$ cat src/rtl/flipflop_bank_multimode.sv
// flipflop_bank_multimode
// A bank of WIDTH flip-flops whose next-state rule (D, T, JK or SR) is chosen
// per edge by 'mode'. The bank also provides registered inverted outputs,
// a one-cycle change pulse, a saturating change counter and a sticky flag
// that records any SR edge where set and reset were requested together.
// Every output comes straight from a register, so there is no combinational
// path from any input to any output.

module flipflop_bank_multimode #(
  parameter int unsigned           WIDTH       = 8,
  parameter int unsigned           CNT_WIDTH   = 8,
  parameter logic [WIDTH-1:0]      RESET_VALUE = {WIDTH{1'b0}}
) (
  input  logic                 clk,
  input  logic                 rst,
  input  logic                 en,
  input  logic                 clr,
  input  logic [1:0]           mode,
  input  logic [WIDTH-1:0]     a,
  input  logic [WIDTH-1:0]     b,
  input  logic                 err_clear,
  output logic [WIDTH-1:0]     q,
  output logic [WIDTH-1:0]     q_inverse,
  output logic                 changed,
  output logic [CNT_WIDTH-1:0] change_count,
  output logic                 sr_error
);

  localparam logic [1:0] MODE_D  = 2'b00;
  localparam logic [1:0] MODE_T  = 2'b01;
  localparam logic [1:0] MODE_JK = 2'b10;
  localparam logic [1:0] MODE_SR = 2'b11;

  localparam logic [CNT_WIDTH-1:0] CNT_MAX = {CNT_WIDTH{1'b1}};
  localparam logic [CNT_WIDTH-1:0] CNT_ONE = CNT_WIDTH'(1);

  // State registers
  logic [WIDTH-1:0]     q_r;
  logic [WIDTH-1:0]     q_inv_r;
  logic                 changed_r;
  logic [CNT_WIDTH-1:0] count_r;
  logic                 sr_error_r;

  // Combinational next-state terms
  logic [WIDTH-1:0]     mode_q_s;
  logic [WIDTH-1:0]     next_q_s;
  logic                 change_s;
  logic                 sr_set_s;

  // Next-state value each flip-flop type would produce from the current q
  always_comb begin
    mode_q_s = q_r;
    case (mode)
      MODE_D:  mode_q_s = a;
      MODE_T:  mode_q_s = q_r ^ a;
      // JK characteristic: q+ = j & ~q | ~k & q (11 toggles)
      MODE_JK: mode_q_s = (a & ~q_r) | (~b & q_r);
      // SR: set when s only, clear when r only, hold on 00 and on 11
      MODE_SR: mode_q_s = (a & ~b) | (q_r & ~(a ^ b));
      default: mode_q_s = q_r;
    endcase
  end

  // Apply clear/enable priority and derive change and SR-violation events
  always_comb begin
    next_q_s = q_r;
    if (clr) begin
      next_q_s = RESET_VALUE;
    end else if (en) begin
      next_q_s = mode_q_s;
    end else begin
      next_q_s = q_r;
    end
    change_s = (next_q_s != q_r);
    sr_set_s = en && !clr && (mode == MODE_SR) && ((a & b) != {WIDTH{1'b0}});
  end

  // Storage, inverted copy, change pulse, saturating counter and sticky flag
  always_ff @(posedge clk or posedge rst) begin
    if (rst) begin
      q_r        <= RESET_VALUE;
      q_inv_r    <= ~RESET_VALUE;
      changed_r  <= 1'b0;
      count_r    <= {CNT_WIDTH{1'b0}};
      sr_error_r <= 1'b0;
    end else begin
      q_r       <= next_q_s;
      q_inv_r   <= ~next_q_s;
      changed_r <= change_s;
      if (change_s && (count_r != CNT_MAX)) begin
        count_r <= count_r + CNT_ONE;
      end else begin
        count_r <= count_r;
      end
      // A new violation outranks a clear request on the same edge
      if (sr_set_s) begin
        sr_error_r <= 1'b1;
      end else if (err_clear) begin
        sr_error_r <= 1'b0;
      end else begin
        sr_error_r <= sr_error_r;
      end
    end
  end

  assign q            = q_r;
  assign q_inverse    = q_inv_r;
  assign changed      = changed_r;
  assign change_count = count_r;
  assign sr_error     = sr_error_r;

endmodule

$ cat config.mk
export PLATFORM = sky130hd
export DESIGN_NAME = flipflop_bank_multimode
export DESIGN_NICKNAME = d
export VERILOG_FILES = /design/src/rtl/flipflop_bank_multimode.sv
export SDC_FILE = /design/constraint.sdc
export NUM_CORES = 1
export LEC_CHECK = 0
export BUFFER_PORTS_ARGS = -buffer_cell sky130_fd_sc_hd__buf_4
export CAP_MARGIN = 20
export CORE_MARGIN = 2
export CORE_UTILIZATION = 45
export CTS_CLUSTER_SIZE = 8
export DETAILED_ROUTE_END_ITERATION = 16
export PLACE_DENSITY = 0.69
export SLEW_MARGIN = 5
export SYNTH_ARGS = -nofsm -noshare
export SYNTH_HDL_FRONTEND = slang
export SYNTH_SLANG_ARGS = --single-unit
$ cat constraint.sdc
create_clock -name clk -period 3.2 [get_ports clk]
set_input_delay 0.48 -clock clk [delete_from_list [all_inputs] [get_ports clk]]
set_output_delay 0.48 -clock clk [all_outputs]
set_load 0.05 [all_outputs]
======== Word-level counts from Yosys, hierarchy flattened ========
Cells that the tools add are included.
operators by class
  eq/ne operators ......................... 5
  bitwise gates (word level) .............. 13
  multiplexer cells ....................... 5
  add/sub/neg operators ................... 1
  reductions and logical operators ........ 8
operators with widths
  cell                 number
  $and 8x8->8          5
  $not 8->8            4
  $pmux 8 s4           1
  $mux 8               2
  $or 8x8->8           2
  $xor 8x8->8          2
  $add 8x1->8 const B  1
  $ne 8x8->1           1
  $ne 8x8->1 const B   1
  $reduce_bool 8->1    1
  $eq 2x2->1 const B   2
  $logic_and 1x1->1    4
  $eq 2x1->1 const B   1
  $logic_not 2->1      1
  $mux 1               2
  $reduce_bool 2->1    1
  $logic_not 1->1      1
word-level totals
  bits in registers ....................... 26
  output and inout port bits .............. 26

======== Longest topological paths before layout ========
  depth in word-level cells ............... 9
  mapped depth ............................ 11
  mapped depth without buffers ............ 10

======== Least setup slack after synthesis ========
Ideal clock, no wire load.
  path type ............................... flip-flop to flip-flop
  start point ............................. register q_r[0] (netlist: q[0])
  end point ............................... register count_r[7] (netlist: change_count[7])
  stages on the path, launching flop included .. 9
  path slack .............................. 716 ps
  period minus slack after synthesis ...... 2484 ps
  buffers on the path ..................... 1
  arrival time ............................ 2357 ps
  cell sequence ........................... dfrtp_1 -> maj3_2 -> o221ai_2 -> mux2i_1 -> a311oi_1 -> and4b_1 -> buf_4 -> nor4bb_2 -> mux2_1
on the way
  longest elaborated chain between the ends .. 8
RTL lines
  item                    RTL line  RTL
  from (decl)             38        logic [WIDTH-1:0] q_r;
  from (signal assigned)  87        q_r <= next_q_s;
  $not 8->8               57        MODE_JK: mode_q_s = (a & ~q_r) | (~b & q_r);
  $and 8x8->8             57
  $or 8x8->8              57
  $pmux 8 s4              53        case (mode)
  $mux 8                  69        end else if (en) begin
  $mux 8                  67        if (clr) begin
  $ne 8x8->1 *            74        change_s = (next_q_s != q_r);
  $logic_and 1x1->1 *     90        if (change_s && (count_r != CNT_MAX)) begin
  to (signal assigned)    84        count_r <= {CNT_WIDTH{1'b0}};
  to (signal assigned)    91        count_r <= count_r + CNT_ONE;
  to (signal assigned)    93        count_r <= count_r;
  to (decl)               41        logic [CNT_WIDTH-1:0] count_r;
Every way passes the cells marked *; elsewhere a longest branch is shown, timed or not.
A chain may end at the register's enable or synchronous reset.

======== Final worst setup path ========
  start point ............................. input port mode[1]
  end point ............................... register count_r[1] (netlist: change_count[1])
on the way
  longest elaborated chain between the ends .. 6
RTL lines
  item                                RTL line  RTL
  from (decl)                         18        input logic [1:0] mode,
  $eq 2x2->1 (tied with other cells)  53
  $pmux 8 s4 *                        53
  $mux 8 *                            69
  $mux 8 *                            67
  $ne 8x8->1 *                        74
  via change_s                        47        logic change_s;
  $logic_and 1x1->1 *                 90
The timed path passes the listed nets; every way through them passes the cells marked *.

==> run summary <==
Post-CTS Setup Repair Bufs = 0
Max Cap Violations = 0
CTS Buffer Depth = 2
Hold Crit Start = err_clear
Synth area leaders = dfrtp_1 (23%), ha_1 (11%), dfstp_2 (11%)
Yosys warning count = 0
Area growth, synth to finish = 19.72%
DP Area = 0.002321 sq mm
reg-to-reg endpoint = change_count[1]
nets = 303
vias in the first global route = 1619
crit path time final = 2.495 ns
actual slew at the worst max-slew pin = 0.9294 ns
design area = 0.002362 sq mm
ys flop type = dfrtp_1
Core Region = 0.004294 sq mm
flops & latches, synth = 26
most common cell after layout, fill and taps aside = buf_4
Max-slew headroom = 37.97%
row count = 24
Vias/cell = 5.658
setup TNS = 0 ns
hold-fix buffers at CTS = 0
Reg clk slew, reported paths = 0.08 ns
Synth Area per Inst = 8.888 sq um
antenna violations before repair = 0
CTS Sinks = 26
DRC viols = 0
area leader, netlist = dfrtp_1
antenna viol nets, final = 0
Clk Latency, worst-skew pair = 0.26 ns
internal reg-to-reg setup slack = 0.81 ns
Via Count = 1771
Worst Path Max Fanout = 23
Die Y = 70.22 um
die footprint = 0.004930 sq mm
Tot GR Track Use = 19.39%
register area share after synthesis = 33.48%
Yosys top cell area share = 22.83%
Crit path arrival time = 2.65 ns
fmax = 0.4008 GHz
top layer in use = met4
Total Wirelength = 4565 um
fill cell count = 426
EDFF count, synth = 0
Critical Path Sink Type = register
CTS Root Buffer Type = clkbuf_8
share of layout cells above drive strength 1 = 27.20%
Hold WC Path Type = in2reg
FF/Latch Area = 660.6 sq um
met2 routed wirelength = 2159 um
Async SR Flop Fraction = 100.0%
pin count of the biggest net entering global routing = 27
CTS tree = built
Horiz. Die Dim = 70.22 um
multi-input logic area = 0.001135 sq mm
CP startpoint kind = primary input
Mapped Cells = 222
crit path kind = in2reg
Cell variety after synth = 47
number of port buffers = 48
commonest non-fill, non-tap cells in the layout = buf_4 (48), inv_1 (25), nand2_1 (23)
path depth of the worst reg2reg path = 8
number of DRC markers in iteration 0 = 87
Worst Hold End = sr_error
Req. time, crit path = 3.35 ns
post-route clock period utilization = 77.96%
cells resized by post-CTS repair = 0
hold depth = 2
Clock Skews = 0.001408 ns
Final Wtd Congestion = 0.8554
Num CTS Buffers = 3
routed length per instance = 14.58 um
RSZ-0062 raised after global routing = false
Initial Utilization = 45.95%
Detail Route met3 WL = 266 um
Pleak = 0.001175 uW
H-tree depth = 1
Mapped Area = 0.001973 sq mm
first-pass GRT wire length = 7665 um
M1 wire length = 2065 um
outcome = complete, no violations
diodes inserted = 0
First-pass DRT Iterations = 5
Cell Pwr Density = 562.3 mW/mm^2
final setup vio count = 0
Hold Vio Cnt, Final = 0
Post-Syn Nets = 262
Worst R2R Start = q[3]
total grt overflow = 0
# IOs = 49
Peak VDD IR = 0.0003367 V
Slew Viols, Final = 0
hpwl dp = 3520 um
[critical path, stage by stage]
cell,delay [ns]
buf_4,0.22
nand2_1,0.34
a21o_1,0.28
a32oi_1,0.19
o2111ai_1,0.15
and4b_1,0.47
inv_4,0.06
and2_4,0.15
mux2_4,0.29
[through the flow]
step                      util, %  setup WS (ns)  power (uW)  hold slack (ns)  std cells
after floorplan                 -         0.7159       961.2           0.5141        222
after global placement      54.05         0.5111        1151           0.4944        310
after detailed placement    54.05         0.4438        1165           0.4944        310
after CTS                   55.01         0.7307        1339           0.4037        313
after global routing        55.01         0.5124        1411           0.4087        313
final                       55.01         0.7052        1328           0.4071        313
[routing by layer]
layer  GRT usage, %  up-vias
met2          30.79       58
li1               -      861
met3          4.040        7
met1          26.91      845
met4          5.342        0
met5              0        -
[power breakdown]
group	internal, uW	leakage, uW	switching [uW]
combinational	234	0.000846	427
sequential	405	0.000307	89.0
clock	84.2	0.0000216	89.2
[cell type report]
cell class              count  share of cell area [%]
inverters                  26                   4.237
flip-flops and latches     26                   27.97
repair buffers             48                   15.25
clock buffers               3                   1.748
multi-input cells         158                   48.04
well taps                  52                   2.754
[flip-flops by register name (all words and copies together) (netlist names)]
register,flops
q_inverse,8
q,8
sr_error,1
changed,1
change_count,8
[kinds of logic after synthesis]
logic type	share of synthesized area, %
flip-flops	33.48
AND/OR/NAND/NOR	17.82
buffers and inverters	9.004
XOR/XNOR	2.219
multiplexers	3.868
AO/OA/AOI/OAI	21.12
adder cells (fa/ha/maj)	12.49
[cell usage after synthesis (2+ instances only)]
cell and number:
nand3_1 6, a311oi_1 2, inv_1 25, clkbuf_1 5, a21o_1 7, maj3_2 3
or3_1 2, nand2_1 23, a21oi_1 14, dfrtp_1 18, and3_1 5, buf_6 3
o211ai_1 3, nor4_1 5, mux2i_1 5, and2_1 2, o22ai_1 5, nand2b_1 3
dfstp_2 8, buf_2 2, buf_4 2, ha_1 17, o221ai_1 2, o21ai_0 9
nor2_1 11, nand4_1 2, o221ai_2 4, xor2_1 5, nor3_1 4, o21a_1 3
[worst max path at each step]
stage	startpoint	end	slack (ns)	depth (start not counted)
2_1_floorplan	q[0]	change_count[7]	0.72	8
4_1_cts	mode[1]	change_count[1]	0.73	9
5_1_grt	mode[1]	change_count[7]	0.51	8
3_3_place_gp	mode[1]	change_count[7]	0.51	8
6_report	mode[1]	change_count[1]	0.71	9
3_5_place_dp	mode[1]	change_count[7]	0.44	8
Power figures use the tool's default switching activity.
